File: config.mk
export PLATFORM = sky130hd
export DESIGN_NAME = mqam_modulator
export DESIGN_NICKNAME = d
export VERILOG_FILES = /design/src/rtl/mqam_modulator.sv
export SDC_FILE = /design/constraint.sdc
export NUM_CORES = 2
export LEC_CHECK = 0
export ABC_CLOCK_PERIOD_IN_PS = 9200
export CAP_MARGIN = 20
export CORE_MARGIN = 2
export CORE_UTILIZATION = 45
export CTS_BUF_LIST = sky130_fd_sc_hd__clkbuf_2
export DETAILED_ROUTE_END_ITERATION = 16
export PLACE_DENSITY = 0.68
export SYNTH_ARGS = -nofsm -noshare
export SYNTH_HDL_FRONTEND = slang
export SYNTH_SLANG_ARGS = --single-unit
File: constraint.sdc
create_clock -name clk_i -period 9.2 [get_ports clk_i]
set_input_delay 2.76 -clock clk_i [delete_from_list [all_inputs] [get_ports clk_i]]
set_output_delay 2.76 -clock clk_i [all_outputs]
set_load 0.05 [all_outputs]
File: src/rtl/mqam_modulator.sv
// Runtime-selectable BPSK / QPSK / 16-QAM modulator.
// A symbol-rate FSM pulls symbols over a valid/ready handshake and maps them
// to I/Q levels. A phase-accumulator DDS supplies the sin/cos carrier. The
// mixed, saturated sample drives both tx_sample_o and a first-order PDM stage.
module mqam_modulator #(
  parameter int AMP    = 16000,
  parameter int AMP_LO = AMP / 3,
  parameter int CNT_W  = 16
) (
  input  logic               clk_i,
  input  logic               rst_ni,
  input  logic [31:0]        fcw_i,
  input  logic               enable_i,
  input  logic [1:0]         mode_i,
  input  logic [CNT_W-1:0]   sym_period_i,
  input  logic [3:0]         sym_data_i,
  input  logic               sym_valid_i,
  output logic               sym_ready_o,
  output logic               underflow_o,
  output logic               busy_o,
  output logic signed [15:0] tx_sample_o,
  output logic               pdm_out_o
);

  localparam logic signed [15:0] AMP_P = 16'(AMP);
  localparam logic signed [15:0] AMP_N = 16'(-AMP);
  localparam logic signed [15:0] LO_P  = 16'(AMP_LO);
  localparam logic signed [15:0] LO_N  = 16'(-AMP_LO);

  typedef enum logic {
    ST_IDLE = 1'b0,
    ST_RUN  = 1'b1
  } state_e;

  // ---------------------------------------------------------------------------
  // DDS: 32-bit phase accumulator. A 16-entry cosine table is addressed by the
  // top four phase bits. The sine is the same table offset by a quarter turn.
  // ---------------------------------------------------------------------------
  logic [31:0]        phase_q;
  logic signed [15:0] dds_sin;
  logic signed [15:0] dds_cos;

  function automatic logic signed [15:0] cos_lut(input logic [3:0] k);
    logic signed [15:0] v;
    case (k)
      4'd0:    v = 16'sd32767;
      4'd1:    v = 16'sd30273;
      4'd2:    v = 16'sd23170;
      4'd3:    v = 16'sd12539;
      4'd4:    v = 16'sd0;
      4'd5:    v = -16'sd12539;
      4'd6:    v = -16'sd23170;
      4'd7:    v = -16'sd30273;
      4'd8:    v = -16'sd32767;
      4'd9:    v = -16'sd30273;
      4'd10:   v = -16'sd23170;
      4'd11:   v = -16'sd12539;
      4'd12:   v = 16'sd0;
      4'd13:   v = 16'sd12539;
      4'd14:   v = 16'sd23170;
      default: v = 16'sd30273;
    endcase
    return v;
  endfunction

  // Phase accumulator advances by the frequency control word every cycle.
  always_ff @(posedge clk_i or negedge rst_ni) begin
    if (!rst_ni) begin
      phase_q <= '0;
    end else begin
      phase_q <= phase_q + fcw_i;
    end
  end

  assign dds_cos = cos_lut(phase_q[31:28]);
  assign dds_sin = cos_lut(phase_q[31:28] - 4'd4);

  // ---------------------------------------------------------------------------
  // Constellation mapping
  // ---------------------------------------------------------------------------
  // Gray-coded 4-level axis: 00 -> -A, 01 -> -a, 11 -> +a, 10 -> +A
  function automatic logic signed [15:0] qam_level(input logic [1:0] g);
    logic signed [15:0] v;
    case (g)
      2'b00:   v = AMP_N;
      2'b01:   v = LO_N;
      2'b11:   v = LO_P;
      default: v = AMP_P;
    endcase
    return v;
  endfunction

  // Returns {I, Q}. The reserved mode 11 falls through to QPSK.
  function automatic logic [31:0] map_sym(input logic [1:0] m, input logic [3:0] d);
    logic signed [15:0] i_v;
    logic signed [15:0] q_v;
    case (m)
      2'b00: begin
        i_v = d[0] ? AMP_N : AMP_P;
        q_v = '0;
      end
      2'b10: begin
        i_v = qam_level(d[3:2]);
        q_v = qam_level(d[1:0]);
      end
      default: begin
        i_v = (d[1] ^ d[0]) ? AMP_N : AMP_P;
        q_v = d[1] ? AMP_N : AMP_P;
      end
    endcase
    return {i_v, q_v};
  endfunction

  // ---------------------------------------------------------------------------
  // Symbol-rate control FSM
  // ---------------------------------------------------------------------------
  state_e              state_q;
  logic [1:0]          mode_q;
  logic [CNT_W-1:0]    per_m1_q;
  logic [CNT_W-1:0]    per_m1_d;
  logic [CNT_W-1:0]    cnt_q;
  logic signed [15:0]  i_val_q;
  logic signed [15:0]  q_val_q;
  logic [31:0]         sym_iq_d;
  logic                busy_q;
  logic                underflow_q;
  logic                boundary;

  // Periods of 0 and 1 are clamped to 2 clocks per symbol.
  always_comb begin
    per_m1_d = (sym_period_i < CNT_W'(2)) ? CNT_W'(1) : sym_period_i - CNT_W'(1);
    sym_iq_d = map_sym(mode_q, sym_data_i);
  end

  assign boundary    = (state_q == ST_RUN) && (cnt_q == per_m1_q);
  assign sym_ready_o = boundary && enable_i;

  // IDLE/RUN sequencing, symbol acceptance and underflow reporting.
  always_ff @(posedge clk_i or negedge rst_ni) begin
    if (!rst_ni) begin
      state_q     <= ST_IDLE;
      mode_q      <= '0;
      per_m1_q    <= '0;
      cnt_q       <= '0;
      i_val_q     <= '0;
      q_val_q     <= '0;
      busy_q      <= 1'b0;
      underflow_q <= 1'b0;
    end else begin
      underflow_q <= 1'b0;
      case (state_q)
        ST_IDLE: begin
          if (enable_i) begin
            // The counter is preloaded so that the first RUN cycle is a boundary.
            state_q  <= ST_RUN;
            busy_q   <= 1'b1;
            mode_q   <= mode_i;
            per_m1_q <= per_m1_d;
            cnt_q    <= per_m1_d;
          end
        end
        default: begin
          if (boundary) begin
            cnt_q <= '0;
            if (!enable_i) begin
              state_q <= ST_IDLE;
              busy_q  <= 1'b0;
              i_val_q <= '0;
              q_val_q <= '0;
            end else if (sym_valid_i) begin
              i_val_q <= sym_iq_d[31:16];
              q_val_q <= sym_iq_d[15:0];
            end else begin
              // Nothing to send: silence the carrier for this symbol.
              i_val_q     <= '0;
              q_val_q     <= '0;
              underflow_q <= 1'b1;
            end
          end else begin
            cnt_q <= cnt_q + CNT_W'(1);
          end
        end
      endcase
    end
  end

  // ---------------------------------------------------------------------------
  // Mixer, saturation and PDM
  // ---------------------------------------------------------------------------
  logic signed [31:0] i_mix_q;
  logic signed [31:0] q_mix_q;
  logic signed [32:0] sum_q;
  logic signed [32:0] sum_shr;
  logic signed [15:0] tx_sample_d;
  logic signed [15:0] tx_sample_q;
  logic signed [17:0] acc_q;
  logic signed [17:0] acc_d;
  logic signed [17:0] s_ext;
  logic               pdm_d;
  logic               pdm_q;

  // Saturate to the symmetric range so the PDM accumulator cannot overflow.
  always_comb begin
    sum_shr     = sum_q >>> 15;
    tx_sample_d = sum_shr[15:0];
    if (sum_shr > 33'sd32767) begin
      tx_sample_d = 16'sd32767;
    end else if (sum_shr < -33'sd32767) begin
      tx_sample_d = -16'sd32767;
    end
  end

  // First-order sigma-delta step on the current output sample.
  always_comb begin
    s_ext = {{2{tx_sample_q[15]}}, tx_sample_q};
    if (!acc_q[17]) begin
      pdm_d = 1'b1;
      acc_d = acc_q + s_ext - 18'sd32767;
    end else begin
      pdm_d = 1'b0;
      acc_d = acc_q + s_ext + 18'sd32767;
    end
  end

  // Three-stage datapath: multiply, I-minus-Q, scale/saturate; PDM follows.
  always_ff @(posedge clk_i or negedge rst_ni) begin
    if (!rst_ni) begin
      i_mix_q     <= '0;
      q_mix_q     <= '0;
      sum_q       <= '0;
      tx_sample_q <= '0;
      acc_q       <= '0;
      pdm_q       <= 1'b0;
    end else begin
      i_mix_q     <= i_val_q * dds_cos;
      q_mix_q     <= q_val_q * dds_sin;
      sum_q       <= $signed({i_mix_q[31], i_mix_q}) - $signed({q_mix_q[31], q_mix_q});
      tx_sample_q <= tx_sample_d;
      acc_q       <= acc_d;
      pdm_q       <= pdm_d;
    end
  end

  assign busy_o      = busy_q;
  assign underflow_o = underflow_q;
  assign tx_sample_o = tx_sample_q;
  assign pdm_out_o   = pdm_q;

endmodule

==> reports/qor.txt <==
Outcome: complete, no violations
Library cells used by synthesis: 75
Nets@finish: 3,889
Slew HR: 33.74%
Clk root buf: clkbuf_2
TritonCTS Buffers: 17
Initial antenna violation count: 2
PortBufs: 77
Tcrit/Tclk final: 91.50%
DR pass1 iterations: 5
Area contributors post-synth: fa_1 (32%), dfrtp_1 (18%), ha_1 (13%)
Drt total wl: 62.78 mm
Final Max Slew Viols: 0
Commonest cells post-synth: inv_1 (728), fa_1 (451), ha_1 (300)
CP Launch Type: flip-flop
Pre-CTS setup slack: 0.8407 ns
Layout area overhead: 7.351%
Most frequent cell after synthesis: inv_1
Clk_lat worst skew: 1.01 ns
Setup ws final: 0.7818 ns
Non-Filler Instances: 3,941
GPL Wtd Cong: 0.8985
CP Max Fanout: 13
Filler cells: 5,867
Final setup TNS: 0 ns
First-pass GRT wire length: 104.7 mm
Vias in the first global route: 20,470
Vias: 19,750
Hold-fix buffers at CTS: 0
Die Ht: 255.2 um
Post-Syn Area per Cell: 9.428 um^2
Pin count of the biggest net entering global routing: 80
Crit end category: flip-flop
Core area: 62,740 um^2
WL/cell: 15.93 um
Post-cts sizing count: 0
Synthesized area: 28,410 um^2
Clock sink count: 200
DRT antenna net count: 0
CP Data Required Time: 10.15 ns
Synth top area share: 31.78%
I/O pin count: 78
DR vias/cell: 5.012
Mapped Nets: 3,822
Post-CTS Setup Repair Bufs: 0
Final hold viol count: 0
Area leader, netlist: fa_1
Die width: 255.2 um
Synthesized flop and latch total: 200
Post-synth EDFFs: 0
CTS tree: yes
Setup violations, final: 0
Seq/Total Area, Yosys: 17.62%
Storage cell area: 5005 um^2
Worst slew pin tran: 0.9893 ns
Mapped Cells: 3,013
MaxCap Viol Count: 0
Global Route Usage Sum: 20.56%
Asr flop ratio synth: 100.0%
HP Class: flip-flop to flip-flop
Synth Flop Type: dfrtp_1
WS Path Type: flip-flop to flip-flop
Yosys warning count: 0
Number of H-tree levels: 4
Max Clock Freq: 118.8 MHz
Total gr overflow: 0
Share of layout cells above drive strength 1: 2.942%
RSZ-0062 raised after global routing: no
DRC Markers: 0
Placed cells: 3,907
Worst Skew: 0.03956 ns
Area of the multi-input gates: 20,470 um^2
Starting density of the core: 45.28%
Min cycle time layout: 8.418 ns
Initial DRC count: 1,128
Clock slew at reported path FFs: 0.33 ns
CTS Buffer Depth: 2
Die footprint: 65,150 um^2
CP Data Arrival Time: 9.37 ns
Final core utilization: 48.61%
Post-DP HPWL: 54.09 mm
Rows: 92
sequential cells by signal, indices dropped and copies added, names as in the netlist:
register     count
i_mix_q         32
phase_q         32
q_mix_q         32
acc_q           18
sum_q           18
cnt_q           16
per_m1_q        16
tx_sample_o     16
i_val_q          7
q_val_q          7
mode_q           2
busy_o           1
pdm_out_o        1
state_q          1
underflow_o      1
cells by family (layout without fill, tap and decap cells):
logic type,after synthesis,count (layout),share of synthesized area (%)
DFF,200,200,17.62
buffers and inverters,777,857,10.30
muxes,8,8,0.3436
xor gates and xnor gates,184,184,5.673
AOI/OAI and AO/OA,462,462,10.58
other,0,2,0
and+or+nand+nor,631,631,10.48
adders and majority gates,751,751,45.00
final cells by class:
type                    count  area share (%)
multi-input cells        2036           67.14
flip-flops and latches    200           16.41
inverters                 728           8.961
well taps                 846           3.471
repair buffers             97           3.036
clock inverters            15          0.6811
clock buffers              17          0.2790
diodes                      2         0.01641
stage by stage:
stage                     hold slack (ns)  instance area [um^2]
after floorplan                    0.4401                 28410
after global placement             0.4526                 30200
after detailed placement           0.4598                 30200
after CTS                          0.5174                 30490
after global routing               0.5306                 30490
final                              0.5153                 30490
layer usage:
layer | global-route usage [%] | vias to the layer above | part of all wire [%]
met2 | 33.53 | 453 | 46
met4 | 5.965 | 0 | 2.4
met5 | 0 | - | 0
met3 | 3.468 | 69 | 4.9
li1 | - | 9597 | -
met1 | 28.25 | 9633 | 47
cells in the final DEF, fill, tap and decap left out, types with 36 or more instances in the layout:
| master | instances |
|---|---|
| and2_1 | 57 |
| clkdlybuf4s50_1 | 76 |
| ha_1 | 300 |
| fa_1 | 451 |
| a21o_1 | 61 |
| nor2_1 | 149 |
| o21ai_0 | 75 |
| xor2_1 | 51 |
| inv_1 | 728 |
| xnor2_1 | 133 |
| nand3_1 | 36 |
| dfrtp_1 | 200 |
| a21oi_1 | 140 |
| nand2_1 | 216 |
| nor3_1 | 43 |
final timing paths:
check | endpoint | slack (ns) | cells past startpoint | from
max | i_mix_q[31] | 0.78 | 26 | phase_q[29]
min | phase_q[0] | 0.52 | 1 | phase_q[0]
max reg2reg | i_mix_q[31] | 0.78 | 26 | phase_q[29]
min reg2reg | phase_q[0] | 0.52 | 1 | phase_q[0]
max in group asynchronous | phase_q[5] | 6.11 | 2 | rst_ni
min in group asynchronous | acc_q[15] | 1.68 | 1 | rst_ni
critical path, stage by stage (launching register included):
cell and delay (ns):
dfrtp_1 0.65, inv_1 0.17, ha_1 0.37, or2_2 0.33
a31oi_1 0.69, nand2_1 0.33, inv_1 0.25, fa_1 0.48
fa_1 0.49, inv_1 0.05, fa_1 0.41, fa_1 0.50
inv_1 0.06, fa_1 0.52, inv_1 0.05, fa_1 0.47
inv_1 0.04, ha_1 0.32, and3_1 0.25, o211a_1 0.13
a221oi_2 0.38, nor3b_1 0.17, o21ai_2 0.23, a21oi_1 0.15
o41ai_2 0.36, mux2i_1 0.14, a2111oi_2 0.35
Power is not shown: default switching activity piles up to over one toggle a cycle in this logic, so the estimate is an artifact.
